[src/rtl/multi_debouncer.sv]
// N-channel push-button debouncer: 2-flop sync, optional inversion, stability filter,
// rise/fall pulses, plus long-press hold detection and optional auto-repeat.
module multi_debouncer #(
  parameter int unsigned N_CH        = 4,
  parameter int unsigned DEB_CYCLES  = 100_000,
  parameter int unsigned HOLD_CYCLES = 50_000_000,
  parameter int unsigned RPT_CYCLES  = 0,
  parameter bit          ACTIVE_LOW  = 1'b0,
  parameter int unsigned CNT_W       = 32
) (
  input  logic            clk,
  input  logic            rst,
  input  logic [N_CH-1:0] in,
  output logic [N_CH-1:0] level,
  output logic [N_CH-1:0] rise,
  output logic [N_CH-1:0] fall,
  output logic [N_CH-1:0] hold,
  output logic [N_CH-1:0] rpt
);

  localparam logic [1:0] ST_IDLE   = 2'd0;
  localparam logic [1:0] ST_WAIT   = 2'd1;
  localparam logic [1:0] ST_REPEAT = 2'd2;
  localparam logic [1:0] ST_DONE   = 2'd3;

  localparam logic [1:0] ST_AFTER_HOLD = (RPT_CYCLES != 0) ? ST_REPEAT : ST_DONE;

  localparam int unsigned RPT_M1 = (RPT_CYCLES == 0) ? 0 : RPT_CYCLES - 1;

  localparam logic [CNT_W-1:0] DEB_TERM  = CNT_W'(DEB_CYCLES - 1);
  localparam logic [CNT_W-1:0] HOLD_TERM = CNT_W'(HOLD_CYCLES - 1);
  localparam logic [CNT_W-1:0] RPT_TERM  = CNT_W'(RPT_M1);
  localparam logic [CNT_W-1:0] CNT_ONE   = CNT_W'(1);

  localparam longint unsigned CNT_LIM = 64'd1 << CNT_W;

  // Reject parameter sets the counters cannot represent.
  if (N_CH < 1 || N_CH > 16) begin : g_bad_nch
    $error("multi_debouncer: N_CH must be in 1..16");
  end
  if (CNT_W < 1 || CNT_W > 63) begin : g_bad_cntw
    $error("multi_debouncer: CNT_W must be in 1..63");
  end
  if (DEB_CYCLES < 2 || HOLD_CYCLES < 1) begin : g_bad_min
    $error("multi_debouncer: DEB_CYCLES must be >= 2 and HOLD_CYCLES >= 1");
  end
  if (64'(DEB_CYCLES) > CNT_LIM || 64'(HOLD_CYCLES) > CNT_LIM ||
      64'(RPT_CYCLES) > CNT_LIM) begin : g_bad_range
    $error("multi_debouncer: a cycle parameter exceeds 2**CNT_W");
  end

  for (genvar i = 0; i < N_CH; i++) begin : g_ch
    logic             sync1_q, sync2_q, s;
    logic [CNT_W-1:0] deb_cnt_q, deb_cnt_d;
    logic [CNT_W-1:0] hold_cnt_q, hold_cnt_d;
    logic [1:0]       state_q, state_d;
    logic             level_q, level_d;
    logic             rise_q, rise_d, fall_q, fall_d;
    logic             hold_q, hold_d, rpt_q, rpt_d;

    assign s = sync2_q ^ ACTIVE_LOW;

    always_ff @(posedge clk) begin
      if (rst) begin
        sync1_q    <= ACTIVE_LOW;
        sync2_q    <= ACTIVE_LOW;
        deb_cnt_q  <= '0;
        hold_cnt_q <= '0;
        state_q    <= ST_IDLE;
        level_q    <= 1'b0;
        rise_q     <= 1'b0;
        fall_q     <= 1'b0;
        hold_q     <= 1'b0;
        rpt_q      <= 1'b0;
      end else begin
        sync1_q    <= in[i];
        sync2_q    <= sync1_q;
        deb_cnt_q  <= deb_cnt_d;
        hold_cnt_q <= hold_cnt_d;
        state_q    <= state_d;
        level_q    <= level_d;
        rise_q     <= rise_d;
        fall_q     <= fall_d;
        hold_q     <= hold_d;
        rpt_q      <= rpt_d;
      end
    end

    always_comb begin
      deb_cnt_d  = deb_cnt_q;
      level_d    = level_q;
      rise_d     = 1'b0;
      fall_d     = 1'b0;
      state_d    = state_q;
      hold_cnt_d = hold_cnt_q;
      hold_d     = 1'b0;
      rpt_d      = 1'b0;

      // Stability filter: any return to the current level restarts the count.
      if (s == level_q) begin
        deb_cnt_d = '0;
      end else if (deb_cnt_q == DEB_TERM) begin
        deb_cnt_d = '0;
        level_d   = s;
        rise_d    = s;
        fall_d    = ~s;
      end else begin
        deb_cnt_d = deb_cnt_q + CNT_ONE;
      end

      case (state_q)
        ST_IDLE: begin
          hold_cnt_d = '0;
          if (rise_d) state_d = ST_WAIT;
        end
        ST_WAIT: begin
          if (hold_cnt_q == HOLD_TERM) begin
            hold_d     = 1'b1;
            hold_cnt_d = '0;
            state_d    = ST_AFTER_HOLD;
          end else begin
            hold_cnt_d = hold_cnt_q + CNT_ONE;
          end
        end
        ST_REPEAT: begin
          if (hold_cnt_q == RPT_TERM) begin
            rpt_d      = 1'b1;
            hold_cnt_d = '0;
          end else begin
            hold_cnt_d = hold_cnt_q + CNT_ONE;
          end
        end
        ST_DONE: hold_cnt_d = '0;
        default: begin
          state_d    = ST_IDLE;
          hold_cnt_d = '0;
        end
      endcase

      // Release takes priority over a hold/repeat pulse due in the same cycle.
      if (fall_d) begin
        state_d    = ST_IDLE;
        hold_cnt_d = '0;
        hold_d     = 1'b0;
        rpt_d      = 1'b0;
      end
    end

    assign level[i] = level_q;
    assign rise[i]  = rise_q;
    assign fall[i]  = fall_q;
    assign hold[i]  = hold_q;
    assign rpt[i]   = rpt_q;
  end

endmodule

[config.mk]
export PLATFORM = sky130hd
export DESIGN_NAME = multi_debouncer
export DESIGN_NICKNAME = d
export VERILOG_FILES = /design/src/rtl/multi_debouncer.sv
export SDC_FILE = /design/constraint.sdc
export NUM_CORES = 1
export LEC_CHECK = 0
export CAP_MARGIN = 10
export CORE_MARGIN = 1.5
export CORE_UTILIZATION = 50
export DETAILED_ROUTE_END_ITERATION = 7
export GPL_ROUTABILITY_DRIVEN = 0
export PLACE_DENSITY = 0.69
export RECOVER_POWER = 50
export SLEW_MARGIN = 20
export SYNTH_ARGS = -nofsm -noshare
export SYNTH_HDL_FRONTEND = slang
export SYNTH_SLANG_ARGS = --single-unit
[constraint.sdc]
create_clock -name clk -period 2.29 [get_ports clk]
set_clock_uncertainty 0.2 [all_clocks]
set_input_delay 0.3435 -clock clk [delete_from_list [all_inputs] [get_ports clk]]
set_output_delay 0.3435 -clock clk [all_outputs]
set_load 0.005 [all_outputs]
Yosys cells after proc, flatten, opt, wreduce, memory -nomap -nowiden
Cells that the tools add are included.

storage, ports and cells
  flip-flop bits (word level) = 292
  bits in latches = 0
  memory bits (writable) = 0
  memory bits (read-only) = 0
  input port bits = 6
  output and inout bits = 20
  logic and storage cells = 184
  memories = 0

operators by class
  $add $sub $neg = 8
  multipliers = 0
  divide/modulo/power cells = 0
  magnitude comparators = 0
  equal/unequal tests = 32
  shift operators = 0
  mux-type cells = 48
  bitwise logic cells = 16
  reduce and logical (&&, ||, !) cells = 40

operators by type and width
  kind                     count
  $pmux W32 S3             4
  $add A32 B1 Y32 const B  8
  $mux W32                 8
  $eq A32 B17 Y1 const B   4
  $eq A32 B26 Y1 const B   4
  $logic_not A32 Y1        4
  $reduce_or A3 Y1         12
  $mux W1                  24
  $eq A2 B2 Y1 const B     8
  $mux W2                  8
  $ne A2 B2 Y1 const B     8
  $not A1 Y1               16
  $pmux W2 S2              4
  $reduce_or A2 Y1         8
  $reduce_and A3 Y1        4
  $eq A2 B1 Y1 const B     4
  $logic_not A2 Y1         4
  $reduce_and A2 Y1        4
  $reduce_bool A2 Y1       4
  $eq A1 B1 Y1             4

Longest topological paths before layout
  word-level depth = 5
  gate-level depth with buffers = 9
  depth with buffers taken out = 7

Worst setup path after synthesis
No wires, ideal clock.

  kind = register -> register
  from = register g_ch[0].deb_cnt_q[0]
  to = register g_ch[0].deb_cnt_q[10]
  data arrival time = 1.966 ns
  required time = 1.962 ns
  slack = -0.004 ns
  cell stages (with the launch flop) = 10
  buffers on the path = 3
  cells stage by stage = dfxtp_1 -> ha_1 -> and4_1 -> clkbuf_1 -> nand3_1 -> nor3_1 -> or3_1 -> clkbuf_1 -> clkbuf_1 -> nor2_1

between the ends
  longest elaborated chain between the ends = 2

RTL lines
  item                                                                     line  RTL
  from (decl)                                                              54    logic [CNT_W-1:0] deb_cnt_q, deb_cnt_d;
  from (signal assigned)                                                   78    deb_cnt_q <= deb_cnt_d;
  parallel branches: the longest is 2 deep, another holds $add A32 B1 Y32  -

Several ways; the timed one is not identified.
A chain may end at the register's enable or synchronous reset.

Worst setup path in the final report
  from = register g_ch[1].hold_cnt_q[18]
  to = register g_ch[1].hold_cnt_q[17]

between the ends
  longest elaborated chain between the ends = 3

RTL lines
  item                                                        line      RTL
  from (decl)                                                 55        logic [CNT_W-1:0] hold_cnt_q, hold_cnt_d;
  from (signal assigned)                                      79        hold_cnt_q <= hold_cnt_d;
  $eq A32 B26 Y1 / $logic_not A32 Y1 (equally long branches)  117, 126
  $mux W32, on equally long branches                          117, 126
  $pmux W32 S3 (*)                                            111       case (state_q)

Mark *: on every way between the ends. The rest lies on a longest branch, timed or not.

==> flow_metrics.py <==
metrics = {
    "run_status": {
        "status": "finished, violations left",
        "violations": "DRC, setup timing",
    },
    "yosys": {
        "yosysSeqAreaShare_pct": 43.77,
        "netlist_top_cells_count": "292 x dfxtp_1, 292 x nor2_1, 131 x xnor2_1",
        "synth_area_leader_cell": "dfxtp_1",
        "syn_nets": 1585,
        "synth-edff-count": 0,
        "synth_cells": 1567,
        "syn_avg_cell_area_um2": 8.522,
        "synthArstFlopShare_pct": 0,
        "synth_flop_cell": "dfxtp_1",
        "ys_seq_elements": 292,
        "synthDistinctLibCells": 51,
        "yosys.area.top_type_share_pct": 43.77,
        "yosys-top-cells-area": "dfxtp_1 44%, xnor2_1 8.6%, nor2_1 8.2%, xor2_1 6.7%, nor4_1 3.8%",
        "ys_warn_count": 0,
        "synthesis.area_um2": 13350,
    },
    "setup_path": {
        "arrival_ns": 2.55,
        "crit_chain": "nor4_4, buf_4, nand4_1, or4_4, o211ai_4, buf_6, nor2_1",
        "r2r-start": "g_ch[1].hold_cnt_q[18]$_SDFF_PP0_",
        "required_ns": 2.54,
        "start_kind": "register",
        "cp-startpoint": "g_ch[1].hold_cnt_q[18]$_SDFF_PP0_",
        "worstSetupPathType": "reg -> reg",
        "cp-end-kind": "register",
        "max_stage_delay_ns": 0.59,
        "cp_slowest_cell": "or4_4",
        "cp_max_fo": 12,
    },
    "final_layout": {
        "final_cell_area_um2": 15390,
        "utilization_pct": 58.88,
        "multi_input_area_um2": 7028,
        "layout-drive-gt1-share_pct": 9.582,
        "area_growth_pct": 15.22,
        "fin_nets": 1645,
        "diodes": 0,
        "fill_cells": 2322,
        "ff_latch_area_um2": 5854,
    },
    "detailed_routing": {
        "drt_iter0_markers": 573,
        "drc": 6,
        "drt_wl_total_mm": 26.55,
        "vias": 10660,
        "drtAntennaViolNets": 0,
        "routedWlPerCell_um": 13.38,
        "first_pass_iters": 7,
        "routed_via_density": 5.373,
    },
    "timing": {
        "relSlewSlack_pct": 58.02,
        "layout_setup_ws_ns": -0.003126,
        "worstMarginPinSlew_ns": 0.6239,
        "hold_viol_final": 0,
        "fin_crit_sh_pct": 100.1,
        "rsz0062_at_grt": "yes",
        "setup_viol": 5,
        "slew_viol_final": 0,
        "fmax_mhz": 436.1,
        "setup_tns_ns": -0.01269,
        "min_period_ns": 2.293,
    },
    "global_route": {
        "use_met3_pct": 2.733,
        "grt_pass1_vias": 9908,
        "grt_pass1_wl_mm": 46.68,
        "use_met2_pct": 31.06,
        "grt_use_total_pct": 19.29,
        "grt_use_met1_pct": 27.22,
        "overflow": 0,
        "antenna_found_initial": 0,
        "grt_start_max_net_pins": 33,
        "top_usage_layer": "met2",
    },
    "job": {
        "maxCapViolations": 0,
    },
    "placed_design": {
        "hpwl_mm": 18.13,
        "dpl_cell_area_um2": 14280,
        "place.port_buffers": 25,
    },
    "pwr": {
        "max-vdd-ir-drop_mv": 0.5480,
        "power_density_nw_per_um2": 653.0,
        "leakagePower_nw": 4.915,
    },
    "die": {
        "ios": 26,
        "start_util_pct": 51.10,
        "die_y_um": 166.4,
        "rows": 59,
        "fp.dieArea_um2": 27700,
        "die_w_um": 166.4,
        "core_um2": 26130,
    },
    "cts": {
        "worstSkewPairLatency_ns": 0.56,
        "cts_max_level": 1,
        "clock_path_buffers": 3,
        "tritoncts": "built",
        "clock-sinks": 292,
        "clkTransAtPathRegs_ns": 0.06,
        "numCtsBuffers": 31,
        "ctsRootBufferMaster": "clkbuf_16",
    },
    "hold_path": {
        "min_path_type": "in -> reg",
        "min_from": "in[1]",
    },
}
-- kinds of logic after synthesis --
logic type               share of synthesized area, %
AND/OR/NAND/NOR                                 32.38
flip-flops                                      43.77
XOR/XNOR                                        15.28
buffers and inverters                           4.375
AO/OA/AOI/OAI                                   2.764
adder cells (fa/ha/maj)                         1.124
multiplexers                                   0.2998
-- worst max-delay path: cells and delay by family, from the launching register on --
family | cells | cell delay [ns]
buffers and inverters | 2 | 0.34
flip-flops | 1 | 0.34
AO/OA/AOI/OAI | 1 | 0.27
AND/OR/NAND/NOR | 4 | 1.05
-- cell type report --
cell class | instances | area share (%)
well taps | 335 | 2.724
multi-input cells | 1146 | 45.68
clock inverters | 6 | 0.4066
flip-flops and latches | 292 | 38.05
inverters | 49 | 1.195
clock buffers | 49 | 5.936
repair buffers | 107 | 6.010
-- layer usage --
layer | routed length [um] | vias up
met2 | 12040 | 134
met4 | 438 | 0
met3 | 1036 | 35
li1 | - | 5513
met1 | 13030 | 4978
met5 | 0 | -
-- final timing paths --
check	end	slack, ns	cells past startpoint
setup / recovery	g_ch[1].hold_cnt_q[17]$_SDFF_PP0_	-0.003	7
hold / removal	g_ch[1].sync1_q$_SDFF_PP0_	0.16	2
setup reg to reg	g_ch[1].hold_cnt_q[17]$_SDFF_PP0_	-0.003	7
hold reg to reg	g_ch[3].deb_cnt_q[0]$_SDFF_PP0_	0.25	1
-- report_power, final --
part,internal (mW),leakage [nW],switching (mW)
Sequential,5.10,2.36,0.0181
Clock,2.82,0.480,1.96
Combinational,0.0604,2.08,0.0869
-- registers in the layout, indices dropped and copies added (netlist names) --
register	count
g_ch.deb_cnt_q	128
g_ch.hold_cnt_q	128
g_ch.state_q	8
g_ch.fall_q	4
g_ch.hold_q	4
g_ch.level_q	4
g_ch.rise_q	4
g_ch.rpt_q	4
g_ch.s	4
g_ch.sync1_q	4
-- through the flow --
step	cells	power (mW)	setup slack (ns)	hold WS, ns
after floorplan	1567	5.313	0.09654	0.2130
after global placement	1925	5.372	0.06743	0.2301
after detailed placement	1925	5.376	0.03767	0.2355
after CTS	1980	10.17	0.001853	0.1477
after global routing	1984	10.42	-0.1049	0.1490
final	1984	10.05	-0.003126	0.1607
-- layout by cell type (no fill, tap or decap), types with 9 or more instances in the layout --
cell type and instances:
clkbuf_1 15, and3_1 37, nor3_1 56, nand3_1 94, nor2b_1 16, dfxtp_1 285
buf_4 69, and2_1 9, dlygate4sd3_1 20, and4_1 33, nand2_1 84, or3_1 14
clkbuf_16 31, nor2_1 292, ha_1 12, inv_1 48, or4_1 9, xnor2_1 131
nand4_1 76, nor4_1 77, xor2_1 102, a21oi_1 19
-- timing repair --
action,4_1_cts,5_1_grt
setup buffers,0,3
endpoints found under the setup margin,0,124
resized for setup,0,29
hold buffers,0,0
Power figures use the tool's default switching activity.
